`config.mk`:
```
export PLATFORM = sky130hd
export DESIGN_NAME = button_conditioner
export DESIGN_NICKNAME = d
export VERILOG_FILES = /design/src/rtl/button_conditioner.sv
export SDC_FILE = /design/constraint.sdc
export NUM_CORES = 1
export LEC_CHECK = 0
export ABC_AREA = 1
export ABC_CLOCK_PERIOD_IN_PS = 1800
export CAP_MARGIN = 30
export CORE_UTILIZATION = 30
export CTS_BUF_LIST = sky130_fd_sc_hd__clkbuf_16
export CTS_CLUSTER_SIZE = 24
export DETAILED_ROUTE_END_ITERATION = 8
export PLACE_DENSITY_LB_ADDON = 0.1
export SLEW_MARGIN = 20
export SYNTH_ARGS = -nofsm -noshare
export SYNTH_HDL_FRONTEND = slang
export SYNTH_SLANG_ARGS = --single-unit
```
`constraint.sdc`:
```
create_clock -name clk -period 1.8 [get_ports clk]
set_input_delay 0.18 -clock clk [delete_from_list [all_inputs] [get_ports clk]]
set_output_delay 0.18 -clock clk [all_outputs]
set_load 0.03 [all_outputs]
```
`src/rtl/button_conditioner.sv`:
```
// rtl/button_conditioner.sv - multi-channel button synchroniser, debouncer and long-press/auto-repeat generator
//
// Purpose: per channel, synchronise a raw pin, accept a new level only after it
// has disagreed with the current level for NOISE_PERIOD consecutive cycles, and
// derive press/release pulses, a long-press level and auto-repeat pulses.
//
// Ports:
//   clk   in   1           system clock
//   rst   in   1           synchronous, active-high reset
//   din   in   DATA_WIDTH  raw asynchronous inputs
//   dout  out  DATA_WIDTH  debounced level (1 = pressed)
//   rise  out  DATA_WIDTH  one-cycle pulse in the first cycle of dout=1
//   fall  out  DATA_WIDTH  one-cycle pulse in the first cycle of dout=0
//   held  out  DATA_WIDTH  long press in progress
//   rpt   out  DATA_WIDTH  one-cycle pulse at long-press start and each repeat
module button_conditioner #(
  parameter int DATA_WIDTH    = 1,
  parameter int SYNC_STAGES   = 2,
  parameter int NOISE_PERIOD  = 256,
  parameter int HOLD_PERIOD   = 1024,
  parameter int REPEAT_PERIOD = 256,
  parameter int ACTIVE_LOW    = 0
) (
  input  logic                  clk,
  input  logic                  rst,
  input  logic [DATA_WIDTH-1:0] din,
  output logic [DATA_WIDTH-1:0] dout,
  output logic [DATA_WIDTH-1:0] rise,
  output logic [DATA_WIDTH-1:0] fall,
  output logic [DATA_WIDTH-1:0] held,
  output logic [DATA_WIDTH-1:0] rpt
);

  // Noise counter only ever holds 0..NOISE_PERIOD-1; hold and repeat counters
  // must be able to hold their terminal value.
  localparam int NW = (NOISE_PERIOD < 2) ? 1 : $clog2(NOISE_PERIOD);
  localparam int HW = (HOLD_PERIOD < 2) ? 1 : $clog2(HOLD_PERIOD + 1);
  localparam int RW = (REPEAT_PERIOD < 2) ? 1 : $clog2(REPEAT_PERIOD + 1);

  localparam logic          INV        = (ACTIVE_LOW != 0);
  localparam logic [NW-1:0] NOISE_LAST = NW'(NOISE_PERIOD - 1);
  localparam logic [HW-1:0] HOLD_LAST  = HW'(HOLD_PERIOD);
  localparam logic [RW-1:0] RPT_LAST   = RW'(REPEAT_PERIOD);
  localparam logic          RPT_ON     = (REPEAT_PERIOD != 0);

  localparam logic [1:0] ST_IDLE  = 2'd0;
  localparam logic [1:0] ST_PRESS = 2'd1;
  localparam logic [1:0] ST_HELD  = 2'd2;

  for (genvar i = 0; i < DATA_WIDTH; i++) begin : g_ch
    logic [SYNC_STAGES-1:0] sync_q;
    logic [NW-1:0]          noise_cnt;
    logic [HW-1:0]          hold_cnt;
    logic [RW-1:0]          rep_cnt;
    logic [1:0]             state_q;
    logic                   lvl_q;
    logic                   rise_q;
    logic                   fall_q;
    logic                   held_q;
    logic                   rpt_q;
    logic                   s;
    logic                   accept;
    logic                   going_up;
    logic                   going_down;

    assign s = sync_q[SYNC_STAGES-1];

    // The new level is taken on the edge where the disagreement count would
    // reach NOISE_PERIOD, so the counter never has to represent that value.
    assign accept     = (s != lvl_q) && (noise_cnt == NOISE_LAST);
    assign going_up   = accept && s;
    assign going_down = accept && !s;

    always_ff @(posedge clk) begin
      if (rst) begin
        sync_q    <= '0;
        noise_cnt <= '0;
        hold_cnt  <= '0;
        rep_cnt   <= '0;
        state_q   <= ST_IDLE;
        lvl_q     <= 1'b0;
        rise_q    <= 1'b0;
        fall_q    <= 1'b0;
        held_q    <= 1'b0;
        rpt_q     <= 1'b0;
      end else begin
        sync_q <= {sync_q[SYNC_STAGES-2:0], din[i] ^ INV};

        if (s == lvl_q) begin
          noise_cnt <= '0;
        end else if (accept) begin
          noise_cnt <= '0;
          lvl_q     <= s;
        end else begin
          noise_cnt <= noise_cnt + NW'(1);
        end

        rise_q <= going_up;
        fall_q <= going_down;
        rpt_q  <= 1'b0;

        // Release takes priority over everything, including a repeat that
        // happens to be due on the same edge.
        if (going_down) begin
          state_q  <= ST_IDLE;
          held_q   <= 1'b0;
          hold_cnt <= '0;
          rep_cnt  <= '0;
        end else begin
          case (state_q)
            ST_IDLE: begin
              if (going_up) begin
                // Counter reads 1 in the first pressed cycle.
                state_q  <= ST_PRESS;
                hold_cnt <= HW'(1);
              end
            end
            ST_PRESS: begin
              if (hold_cnt == HOLD_LAST) begin
                state_q <= ST_HELD;
                held_q  <= 1'b1;
                rpt_q   <= 1'b1;
                rep_cnt <= RW'(1);
              end else begin
                hold_cnt <= hold_cnt + HW'(1);
              end
            end
            ST_HELD: begin
              if (RPT_ON) begin
                if (rep_cnt == RPT_LAST) begin
                  rpt_q   <= 1'b1;
                  rep_cnt <= RW'(1);
                end else begin
                  rep_cnt <= rep_cnt + RW'(1);
                end
              end
            end
            default: state_q <= ST_IDLE;
          endcase
        end
      end
    end

    assign dout[i] = lvl_q;
    assign rise[i] = rise_q;
    assign fall[i] = fall_q;
    assign held[i] = held_q;
    assign rpt[i]  = rpt_q;
  end

endmodule

```
Word level (Yosys, flattened, before mapping)
Cells that the tools add are included.
- $add $sub $neg: 3
- $mul: 0
- div/mod/pow operators: 0
- order comparisons: 0
- eq/ne operators: 10
- shifts and indexed selects: 0
- multiplexer cells: 12
- bitwise logic cells: 2
- reductions and logical operators: 14
- operators with widths (operator ; number):
    2-to-1 mux 11 bit ; 2
    one-hot mux 11 bit (2 select lines) ; 1
    2-to-1 mux 9 bit ; 2
    one-hot mux 9 bit (2 select lines) ; 1
    adder 11 x 1 -> 11 bit, second input constant ; 1
    equality test 11 bit, second input constant ; 1
    adder 9 x 1 -> 9 bit, second input constant ; 1
    equality test 9 bit, second input constant ; 1
    adder 8 x 1 -> 8 bit, second input constant ; 1
    equality test 8 bit, second input constant ; 1
    != test 2 bit, second input constant ; 3
    one-hot mux 2 bit (3 select lines) ; 1
    AND reduction 2 bit ; 3
    AND reduction 3 bit ; 2
    2-to-1 mux 2 bit ; 2
    nonzero test 2 bit ; 2
    logical AND 1 bit ; 3
    OR reduction 3 bit ; 1
    equality test 2 x 1 -> 1 bit, second input constant ; 1
    equality test 2 bit, second input constant ; 1
    zero test 2 bit ; 1
    2-to-1 mux 1 bit ; 2
    inverter 1 bit ; 2
    one-hot mux 1 bit (2 select lines) ; 1
    other kinds (4) ; 4
- register bits: 37
- latch bits: 0
- RAM bits: 0
- ROM bits: 0
- bits of input ports: 3
- output and inout bits: 5
- word-level logic and storage cells: 51
- memories kept: 0

Depth between registers and ports, before layout
- depth in word-level cells: 5
- mapped depth: 10
- mapped depth without buffers: 10

Least setup slack after synthesis
Ideal clock, no wire load.
- kind: reg2reg
- start: register g_ch[0].lvl_q, in the netlist dout
- end: register g_ch[0].state_q[0]
- setup time: 0.113 ns
- arrival time: 1.409 ns
- required time: 1.687 ns
- path slack: 0.278 ns
- cell stages (with the launch flop): 9
- path buffers: 1
- period minus slack after synthesis: 1.522 ns
- path through: dfxtp_1 > xor2_1 > nand3_1 > or2_4 > nand2_4 > inv_2 > buf_6 > nand2_1 > nor2_1
- cells in the longest elaborated chain, start to end: 5
- elaborated cells on any way between the ends: 7
- those cells by class: eq/ne (2); reduce/logical (5)
- ends and longest elaborated chain (element ; line ; source):
    start: declaration ; 56 ; logic lvl_q;
    start signal: assignment ; 93 ; lvl_q <= s;
    != test 1 bit * ; 70 ; assign accept = (s != lvl_q) && (noise_cnt == NOISE_LAST);
    logical AND 1 bit * ; 70 ;
    logical AND 1 bit ; 71 ; assign going_up = accept && s;
    != test 2 bit (no line) ; - ;
    AND reduction 3 bit (no line) ; - ;
    end signal: assignment ; 80 ; state_q <= ST_IDLE;
    end signal: assignment ; 105 ; state_q <= ST_IDLE;
    end signal: assignment ; 114 ; state_q <= ST_PRESS;
    end: declaration ; 55 ; logic [1:0] state_q;
Every way passes the cells marked *; elsewhere a longest branch is shown, timed or not.
A chain may end at the register's enable or synchronous reset.

Final worst setup path
- start: register g_ch[0].hold_cnt[0]
- end: register g_ch[0].state_q[0]
- cells in the longest elaborated chain, start to end: 3
- ends and longest elaborated chain (element ; line ; source):
    start: declaration ; 53 ; logic [HW-1:0] hold_cnt;
    start signal: assignment ; 125 ; hold_cnt <= hold_cnt + HW'(1);
    equality test 11 bit ; 119 ; if (hold_cnt == HOLD_LAST) begin
    != test 2 bit (no line) ; - ;
    AND reduction 3 bit (no line) ; - ;
    end signal: assignment ; 114 ;
    end signal: assignment ; 120 ; state_q <= ST_HELD;
    end signal: assignment ; 138 ; default: state_q <= ST_IDLE;
No other way between the ends.

==> flow_summary.toml <==
[run_status]
outcome = "complete, no violations"

[synthesis]
yosys.area.top_type = "dfxtp_1"
yosys_register_bits = 37
synth_commonest_cells = "nand2_1 (76), nor2_1 (52), dfxtp_1 (37), inv_1 (35), nand3_1 (28)"
synth_seq_area_share_pct = 36.3
syn-num-nets = 316
syn-instance-count = 304
synth.avg_cell_area_um2 = 6.72
ys_top_cells_by_area = "dfxtp_1 (36%), nand2_1 (14%), nor2_1 (9.6%), nand3_1 (6.9%), inv_1 (6.4%)"
synth_top_area_share_pct = 36.3
synth_xor_area_share_pct = 2.14
ys_warn_count = 0
ys_types = 27
synth_top_family_by_area = "simple AND/OR/NAND/NOR gates"
yosys_most_used_dff = "dfxtp_1"
synth_edf_count = 0
synth-compound-area-share_pct = 6.92
synth-simple-area-share_pct = 40.4
synth.most_common_cell = "nand2_1"
synthAdderAreaFrac_pct = 5.51
synthMuxAreaShare_pct = 0
syn_area_mm2 = 0.00204
async_flop_share_pct = 0

[placement]
io_buffers = 7
placed_cells = 388
place.detailed.hpwl_um = 3390
gp_congestion = 0.785
pre_cts_ws_ns = 0.130

[floorplanning]
die_area_mm2 = 0.00714
start_util_pct = 31.6
die_w_um = 84.5
die_h_um = 84.5
coreArea_mm2 = 0.00646
io_pins = 8
num_rows = 29

[timing]
skew_ns = 0.00741
setup_violations = 0
layout_min_cycle_time_ns = 1.66
relSlewSlack_pct = 75.2
timing.final.ws_setup_ns = 0.137
worst_slew_pin_slew_ns = 0.372
grt_setup_unrepaired = "false"
drv_slew = 0
hold_violations = 0
setup_tns_ns = 0
max_freq_ghz = 0.601
fin_crit_sh_pct = 92.4

[power]
p_sw_uw = 378
p_leak_uw = 0.000929
clockPowerShare_pct = 54.3
power.internal_uw = 1490
pwr-share-comb_pct = 1.6
ir_drop_v = 0.000403
sw_frac_of_total_pct = 20.2
seqPwrFrac_pct = 44.1
power_density_mw_per_mm2 = 775

[global_route]
grt_pass1_wl_um = 7830
grt_max_degree = 14
grt_overflow = 0
antenna_found_initial = 0
grt_pass1_vias = 1762
grt_use_total_pct = 13.8

[clock_tree]
ctsHtreeMaxLevel = 2
cts_tree = "done"
cts-root-buf = "clkbuf_16"
clockBufferDepth = 2
cts.sinks = 37
clock_latency_ns = 0.29
cts_made_buffers = 5
path_clk_slew_ns = 0.06
ctsHoldBuffers = 0

[final_layout]
area.growth.synth_to_final_pct = 17.8
fillers = 715
drive_above_1_share_pct = 9.94
fin_nets = 333
n_antenna_cell = 0
fin_cells = 399

[worst_setup_path]
path_max_fanout = 6
r2r_slack_ns = 0.14
critPathLaunchType = "flip-flop"
worst_ep_required_time_ns = 1.98
path_class = "reg -> reg"
endpoint_kind = "flip-flop"
cp.arrival_ns = 1.84

[min_path]
hp-class = "in -> reg"

[drt]
drc_errors = 0
ant_nets = 0
drt_iter0_markers = 61
viasPerCell = 4.65
wl_per_cell_um = 11.5
firstDrtPassIters = 4
vias = 1854
drt-total-wl_um = 4610

[run]
cap_violations = 0
## registers in the layout, summed over array words and instances, names as in the netlist
register / cells
rise: 1
g_ch.hold_cnt: 11
fall: 1
g_ch.noise_cnt: 8
held: 1
rpt: 1
dout: 1
g_ch.rep_cnt: 9
g_ch.sync_q: 2
g_ch.state_q: 2
## area by class of cell
type	count	area, µm²	area share [%]
multi-input cells	226	1140	47.2
flip-flops and latches	37	741	30.8
inverters	37	139	5.77
clock buffers	5	125	5.20
repair buffers	14	123	5.09
well taps	77	96.3	4.00
clock inverters	3	46.3	1.92
## power by group through the flow
stage               registers [µW]  logic [µW]  clock network (µW)
floorplan                      841        20.5                   0
global placement               841        30.9                   0
detailed placement             841        30.8                   0
CTS                            823        30.8                1040
global route                   823        35.3                1070
finish                         823        30.1                1010
## placed cells by master, fill, tap and decap left out, drive strengths merged
| cell | instances |
|---|---|
| nand2 | 79 |
| nor2 | 57 |
| dfxtp | 37 |
| inv | 37 |
| nand3 | 30 |
| a21oi | 17 |
| nand4 | 10 |
| ha | 9 |
| clkdlybuf4s50 | 7 |
| buf | 7 |
| o21ai | 6 |
| clkbuf | 5 |
| nor3 | 4 |
| xor2 | 4 |
| o21bai | 3 |
| nor3b | 3 |
| or2 | 3 |
| xnor2 | 1 |
| bufinv | 1 |
| clkinv | 1 |
| clkinvlp | 1 |
## through the flow
stage	total power, µW	instance area (µm²)	utilization (%)	hold WS, ns
2_1_floorplan	862	2040	-	0.251
3_3_place_gp	872	2210	34.2	0.395
3_5_place_dp	872	2210	34.2	0.395
4_1_cts	1890	2380	36.8	0.399
5_1_grt	1930	2410	37.3	0.446
6_report	1870	2410	37.3	0.401
## critical path, stage by stage (launching register included)
cell     delay, ns
dfxtp_1       0.35
inv_1         0.12
ha_1          0.22
nand4_1       0.19
o21ai_2       0.34
nand3_1       0.19
nor2_1        0.12
nor2_1        0.05
## logic make-up (layout without fill, tap and decap cells)
group / Yosys count / count (layout)
AOI/OAI and AO/OA: 26 / 26
DFF: 37 / 37
xor gates and xnor gates: 5 / 5
adders and majority gates: 9 / 9
buffers and inverters: 42 / 59
and+or+nand+nor: 185 / 186
## worst paths after layout
check,startpoint,endpoint,depth (start not counted)
setup / recovery,g_ch[0].hold_cnt[0]$_SDFFE_PP0P_,g_ch[0].state_q[0]$_SDFFE_PP0P_,7
hold / removal,din,g_ch[0].sync_q[0]$_SDFF_PP0_,3
setup reg to reg,g_ch[0].hold_cnt[0]$_SDFFE_PP0P_,g_ch[0].state_q[0]$_SDFFE_PP0P_,7
hold reg to reg,g_ch[0].sync_q[0]$_SDFF_PP0_,g_ch[0].sync_q[1]$_SDFF_PP0_,2
## repair_timing
| action | in CTS | in global routing |
|---|---|---|
| setup buffers | 0 | 2 |
| endpoints found under the setup margin | 0 | 5 |
| resized for setup | 0 | 2 |
## routing by layer
layer	up-vias	global-route usage [%]	routed length, µm
met1	825	16.8	2300
li1	997	-	-
met3	8	3.34	140
met2	24	23.2	2070
met4	0	5.70	95
met5	-	0	0
Note: power is estimated with default switching activity, not from simulation.
